<file path="config.mk">
export PLATFORM = sky130hd
export DESIGN_NAME = ram_shared_arbiter
export DESIGN_NICKNAME = d
export VERILOG_FILES = /design/src/rtl/ram_shared_arbiter.sv
export SDC_FILE = /design/constraint.sdc
export NUM_CORES = 1
export LEC_CHECK = 0
export BUFFER_PORTS_ARGS = -buffer_cell sky130_fd_sc_hd__clkbuf_2
export CAP_MARGIN = 15
export CELL_PAD_IN_SITES_DETAIL_PLACEMENT = 1
export CELL_PAD_IN_SITES_GLOBAL_PLACEMENT = 1
export CORE_ASPECT_RATIO = 1.75
export CORE_MARGIN = 3
export CORE_UTILIZATION = 16
export CTS_CLUSTER_SIZE = 24
export DETAILED_ROUTE_END_ITERATION = 6
export PLACE_DENSITY_LB_ADDON = 0.1
export RECOVER_POWER = 100
export SETUP_SLACK_MARGIN = 0.2
export SLEW_MARGIN = 20
export SYNTH_ARGS = -nofsm -noshare
export SYNTH_HDL_FRONTEND = slang
export SYNTH_SLANG_ARGS = --single-unit
</file>
<file path="constraint.sdc">
create_clock -name clk_sys -period 2.7 [get_ports clk_sys]
set_input_delay 0.27 -clock clk_sys [delete_from_list [all_inputs] [get_ports clk_sys]]
set_output_delay 0.27 -clock clk_sys [all_outputs]
set_load 0.005 [all_outputs]
</file>
<file path="src/rtl/ram_shared_arbiter.sv">
// Shares one single-port SRAM between the instruction fetch and load/store ports.
// Data has fixed priority, bounded by a starvation limit that protects instruction fetch.
module ram_shared_arbiter #(
    parameter int unsigned MemSize     = 65536,
    parameter logic [31:0] MemStart    = 32'h0000_0000,
    parameter int unsigned StarveLimit = 4,
    localparam int unsigned RamAw      = $clog2(MemSize / 4)
) (
    input  logic             clk_sys,
    input  logic             rst_sys_n,

    input  logic             instr_req_i,
    input  logic [31:0]      instr_addr_i,
    output logic             instr_gnt_o,
    output logic             instr_rvalid_o,
    output logic [31:0]      instr_rdata_o,
    output logic             instr_err_o,

    input  logic             data_req_i,
    input  logic             data_we_i,
    input  logic [3:0]       data_be_i,
    input  logic [31:0]      data_addr_i,
    input  logic [31:0]      data_wdata_i,
    output logic             data_gnt_o,
    output logic             data_rvalid_o,
    output logic [31:0]      data_rdata_o,
    output logic             data_err_o,

    output logic             ram_req_o,
    output logic             ram_we_o,
    output logic [3:0]       ram_be_o,
    output logic [RamAw-1:0] ram_addr_o,
    output logic [31:0]      ram_wdata_o,
    input  logic [31:0]      ram_rdata_i
);

    localparam int unsigned     CntW     = (StarveLimit < 1) ? 1 : $clog2(StarveLimit + 1);
    localparam logic [CntW-1:0] LimitW   = CntW'(StarveLimit);
    localparam logic [31:0]     MemSizeW = 32'(MemSize);

    logic            active_q;
    logic [CntW-1:0] starve_cnt_q, starve_cnt_d;
    logic            rsp_valid_q, rsp_valid_d;
    logic            rsp_data_q, rsp_data_d;
    logic            rsp_read_q, rsp_read_d;
    logic            rsp_err_q, rsp_err_d;

    logic            starved;
    logic            gnt_data, gnt_instr, gnt_any;
    logic [31:0]     sel_addr, offset;
    logic            in_range;

    // With StarveLimit = 0 the counter is always "starved", giving strict instr priority.
    assign starved   = (starve_cnt_q >= LimitW);
    assign gnt_data  = active_q & data_req_i & ~(instr_req_i & starved);
    assign gnt_instr = active_q & instr_req_i & ~gnt_data;
    assign gnt_any   = gnt_data | gnt_instr;

    assign instr_gnt_o = gnt_instr;
    assign data_gnt_o  = gnt_data;

    assign sel_addr = gnt_data ? data_addr_i : instr_addr_i;
    assign offset   = sel_addr - MemStart;
    assign in_range = (offset < MemSizeW);

    always_comb begin
        ram_req_o   = 1'b0;
        ram_we_o    = 1'b0;
        ram_be_o    = 4'h0;
        ram_addr_o  = '0;
        ram_wdata_o = 32'h0;
        if (gnt_any && in_range) begin
            ram_req_o  = 1'b1;
            ram_addr_o = offset[RamAw+1:2];
            if (gnt_data) begin
                ram_we_o    = data_we_i;
                ram_be_o    = data_be_i;
                ram_wdata_o = data_wdata_i;
            end else begin
                ram_be_o = 4'hF;
            end
        end
    end

    always_comb begin
        starve_cnt_d = starve_cnt_q;
        if (!instr_req_i || gnt_instr) begin
            starve_cnt_d = '0;
        end else if (gnt_data && (starve_cnt_q < LimitW)) begin
            starve_cnt_d = starve_cnt_q + CntW'(1);
        end
    end

    always_comb begin
        rsp_valid_d = gnt_any;
        rsp_data_d  = gnt_data;
        rsp_read_d  = gnt_any & in_range & ~(gnt_data & data_we_i);
        rsp_err_d   = gnt_any & ~in_range;
    end

    always_ff @(posedge clk_sys or negedge rst_sys_n) begin
        if (!rst_sys_n) begin
            active_q     <= 1'b0;
            starve_cnt_q <= '0;
            rsp_valid_q  <= 1'b0;
            rsp_data_q   <= 1'b0;
            rsp_read_q   <= 1'b0;
            rsp_err_q    <= 1'b0;
        end else begin
            active_q     <= 1'b1;
            starve_cnt_q <= starve_cnt_d;
            rsp_valid_q  <= rsp_valid_d;
            rsp_data_q   <= rsp_data_d;
            rsp_read_q   <= rsp_read_d;
            rsp_err_q    <= rsp_err_d;
        end
    end

    // RAM read data is only forwarded to the owner of an in-range read.
    assign instr_rvalid_o = rsp_valid_q & ~rsp_data_q;
    assign data_rvalid_o  = rsp_valid_q & rsp_data_q;
    assign instr_err_o    = instr_rvalid_o & rsp_err_q;
    assign data_err_o     = data_rvalid_o & rsp_err_q;
    assign instr_rdata_o  = (instr_rvalid_o && rsp_read_q) ? ram_rdata_i : 32'h0;
    assign data_rdata_o   = (data_rvalid_o && rsp_read_q) ? ram_rdata_i : 32'h0;

endmodule

</file>
==> flow_metrics.py <==
metrics = {
    "cts": {
        "clkLatencyLatePin_ns": 0.23,
        "path_clk_slew_ns": 0.03,
        "post_cts.repair.setup_buffers": 0,
        "cts-root-to-sink-buffers": 2,
        "cts_resized": 0,
        "cts_htree_levels": 1,
        "cts_tree": "done",
        "cts_buffers": 3,
        "cts_root_buffer": "clkbuf_16",
        "cts.sinks": 8,
        "cts_hold_buf": 1,
    },
    "yosys": {
        "ys_warn_count": 0,
        "synth_nets": 356,
        "xor_xnor_share_of_the_synthesized_area_pct": 0,
        "syn-instance-count": 218,
        "synth.distinct_cells": 27,
        "synth_sequential_area_ratio_pct": 13.7,
        "synth_adder_area_share_pct": 0.858,
        "synth_top_family_by_area": "simple AND/OR/NAND/NOR gates",
        "cell_taking_the_most_area_after_synthesis": "and3_1",
        "post_synth_instance_area_um2": 1460,
        "synth_compound_gate_area_share_pct": 11.9,
        "synth_simple_gate_area_share_pct": 64.8,
        "post_synth.cell_area_avg_um2": 6.69,
        "synth.ff_latch_count": 8,
        "post-synth-top-area-fraction_pct": 28.7,
        "yosys-mux-area-fraction_pct": 0.686,
        "synth_top_cells_by_area": "and3_1 (29%), and2_1 (15%), dfrtp_1 (14%)",
    },
    "critical_path": {
        "setup.worst_path.start_class": "flop",
        "reg2reg_slack_ns": 1.02,
        "timing.critical_path.fanout_max": 33,
        "critPathMaxStageDelay_ns": 0.35,
        "timing.critical_path.buf_inv": 3,
        "timing_worst_setup_path_type": "reg2out",
        "worst_r2r_startpoint": "active_q",
        "crit_chain": "clkbuf_2, and3_1, clkbuf_2, and2_0, clkbuf_2",
        "worst_path_most_repeated_cell": "clkbuf_2",
        "worst_path_max_delay_cell": "dfrtp_1",
        "crit-reg2reg-capture": "rsp_err_q",
        "crit_arrival_ns": 1.93,
        "endpoint_kind": "primary output",
        "critPathRequiredTime_ns": 2.43,
        "r2r_cells": 5,
        "critical_path.top_delay_family": "buffers and inverters",
    },
    "timing": {
        "slew-limit-headroom_pct": 61.7,
        "finalWorstPathRequiredPeriod_ns": 2.20,
        "grt_setup_unrepaired": "false",
        "setup_tns_ns": 0,
        "finalHoldViolations": 0,
        "slew_violations": 0,
        "finalSetupViolCount": 0,
        "timing.clock.skew_ns": 0.00267,
        "max_freq_mhz": 455,
        "worstMarginPinSlew_ns": 0.574,
        "final_min_period_over_clock_period_pct": 81.5,
    },
    "hold_path": {
        "min_path_type": "in2reg",
        "hold_start": "data_we_i",
        "holdPathStages": 2,
        "min_to": "rsp_read_q",
    },
    "die": {
        "initial_core_utilization_pct": 16.6,
        "row_count": 45,
        "dieArea_um2": 10300,
        "chipWidth_um": 78.2,
        "top_level_ports": 259,
        "die_height_um": 132,
        "core-area_um2": 8780,
    },
    "cells_and_area": {
        "multiInputGateArea_um2": 1080,
        "layout_commonest_cell": "clkbuf_2",
        "fin_nets": 602,
        "antenna_cells_inserted": 0,
        "syn_to_final_growth_pct": 89.5,
        "layout.cells.most_common_list": "clkbuf_2 (191), and3_1 (67), clkbuf_1 (66), nand2_1 (31), and2_1 (23)",
        "register_area_um2": 200,
        "drive_above_1_share_pct": 44.4,
        "final_cells": 579,
        "stdcell_area_um2": 2770,
        "fillers": 1248,
    },
    "power_and_ir_drop": {
        "ratio_of_total_power_to_cell_area_nw_per_um2": 190,
        "max-vdd-ir-drop_v": 0.000137,
        "power.static_leakage_nw": 1.75,
    },
    "global_routing": {
        "grt_pass1_vias": 2616,
        "global_route_wire_length_before_repair_um": 13100,
        "grt_util_all_layers_pct": 15.4,
        "grt_start_max_net_pins": 35,
        "globalRouteOverflowTotal": 0,
        "antenna_found_initial": 0,
    },
    "detailed_routing": {
        "route.detailed.vias_per_inst": 4.34,
        "detailedRoute.firstPassIterationCount": 4,
        "drc_errors": 0,
        "routedWlPerCell_um": 14.6,
        "totalWireLength_um": 8430,
        "dr_total_vias": 2515,
        "drt.antenna.violating_nets": 0,
        "drt-initial-drc-count": 38,
    },
    "place": {
        "placement.io_buffers": 254,
        "placed_instance_area_um2": 2830,
        "dpl.hpwl_um": 7370,
        "dp.cells": 575,
        "gpl.final_weighted_congestion": 0.687,
    },
    "run": {
        "max-cap-violations": 0,
    },
    "status": {
        "status": "completed",
    },
}
## area by class of cell
type / instances / share of cell area [%]
clock buffer: 3 / 2.71
inverter: 2 / 0.271
sequential: 8 / 7.24
tap: 117 / 5.29
timing repair buffer: 263 / 45.2
multi-input combinational: 186 / 39.2
## metrics by stage
step / utilization [%] / setup slack (ns) / total power, mW / hold WS, ns
after CTS: 33.2 / 0.600 / 0.540 / 0.227
after detailed placement: 32.2 / 0.600 / 0.289 / 0.129
after global placement: 32.2 / 0.610 / 0.283 / 0.130
final: 31.5 / 0.500 / 0.526 / 0.230
after floorplan: - / 1.09 / 0.173 / -0.0256
after global routing: 31.5 / 0.247 / 0.562 / 0.238
## state kept, by name, indices dropped and copies added (netlist names)
| name | cells |
|---|---|
| active_q | 1 |
| rsp_data_q | 1 |
| starve_cnt_q | 3 |
| rsp_err_q | 1 |
| rsp_read_q | 1 |
| rsp_valid_q | 1 |
## report_power, final
part           switching (mW)  internal, mW
sequential            0.00473         0.125
clock                  0.0552         0.191
combinational          0.0645        0.0856
total                   0.124         0.402
## routing by layer
layer  GRT usage, %  part of all wire (%)  up-vias
met4           3.79                   1.2        0
met3           5.81                    14        6
met1           13.7                    31     1094
met5              0                     0        -
met2           31.1                    54      182
li1               -                     -     1233
## logic make-up (layout without fill, tap and decap cells)
kind of cell               Yosys count  count (layout)
and+or+nand+nor                    163             163
adders and majority gates            1               1
DFF                                  8               8
buffers and inverters               24             268
AOI/OAI and AO/OA                   20              20
other                                1               1
muxes                                1               1
## synthesized netlist by cell type
| library cell | n |
|---|---|
| o21a_1 | 2 |
| nor4_1 | 6 |
| inv_1 | 2 |
| nor2b_1 | 2 |
| and4b_1 | 1 |
| ha_1 | 1 |
| conb_1 | 1 |
| a22oi_2 | 1 |
| nand2_1 | 31 |
| clkbuf_2 | 1 |
| nor2_4 | 1 |
| buf_6 | 2 |
| dfrtp_1 | 8 |
| or4_4 | 2 |
| nor2_1 | 6 |
| and2_1 | 36 |
| and3_1 | 67 |
| and4_1 | 1 |
| mux2i_1 | 1 |
| a21oi_2 | 15 |
| nor2_2 | 4 |
| nand3b_1 | 1 |
| nand3_1 | 3 |
| a21boi_0 | 2 |
| clkbuf_1 | 14 |
| buf_2 | 5 |
| nand2b_1 | 2 |
## worst register-to-register path, stage by stage (launching register included)
cell and delay [ns]:
dfrtp_1 0.49, nand2_1 0.08, and4b_1 0.30, clkbuf_1 0.44
and2_1 0.21, nor2_1 0.05
## worst max-delay path by stage
stage / start / endpoint / slack, ns / cells after the start
global placement: data_addr_i[30] / ram_addr_o[10] / 0.61 / 7
CTS: data_addr_i[30] / ram_addr_o[0] / 0.60 / 7
floorplan: data_addr_i[30] / ram_addr_o[0] / 1.09 / 5
global route: active_q / ram_wdata_o[29] / 0.25 / 5
finish: rsp_read_q / data_rdata_o[13] / 0.50 / 5
detailed placement: data_addr_i[30] / ram_addr_o[0] / 0.60 / 7
(Power assumes the default switching activity.)
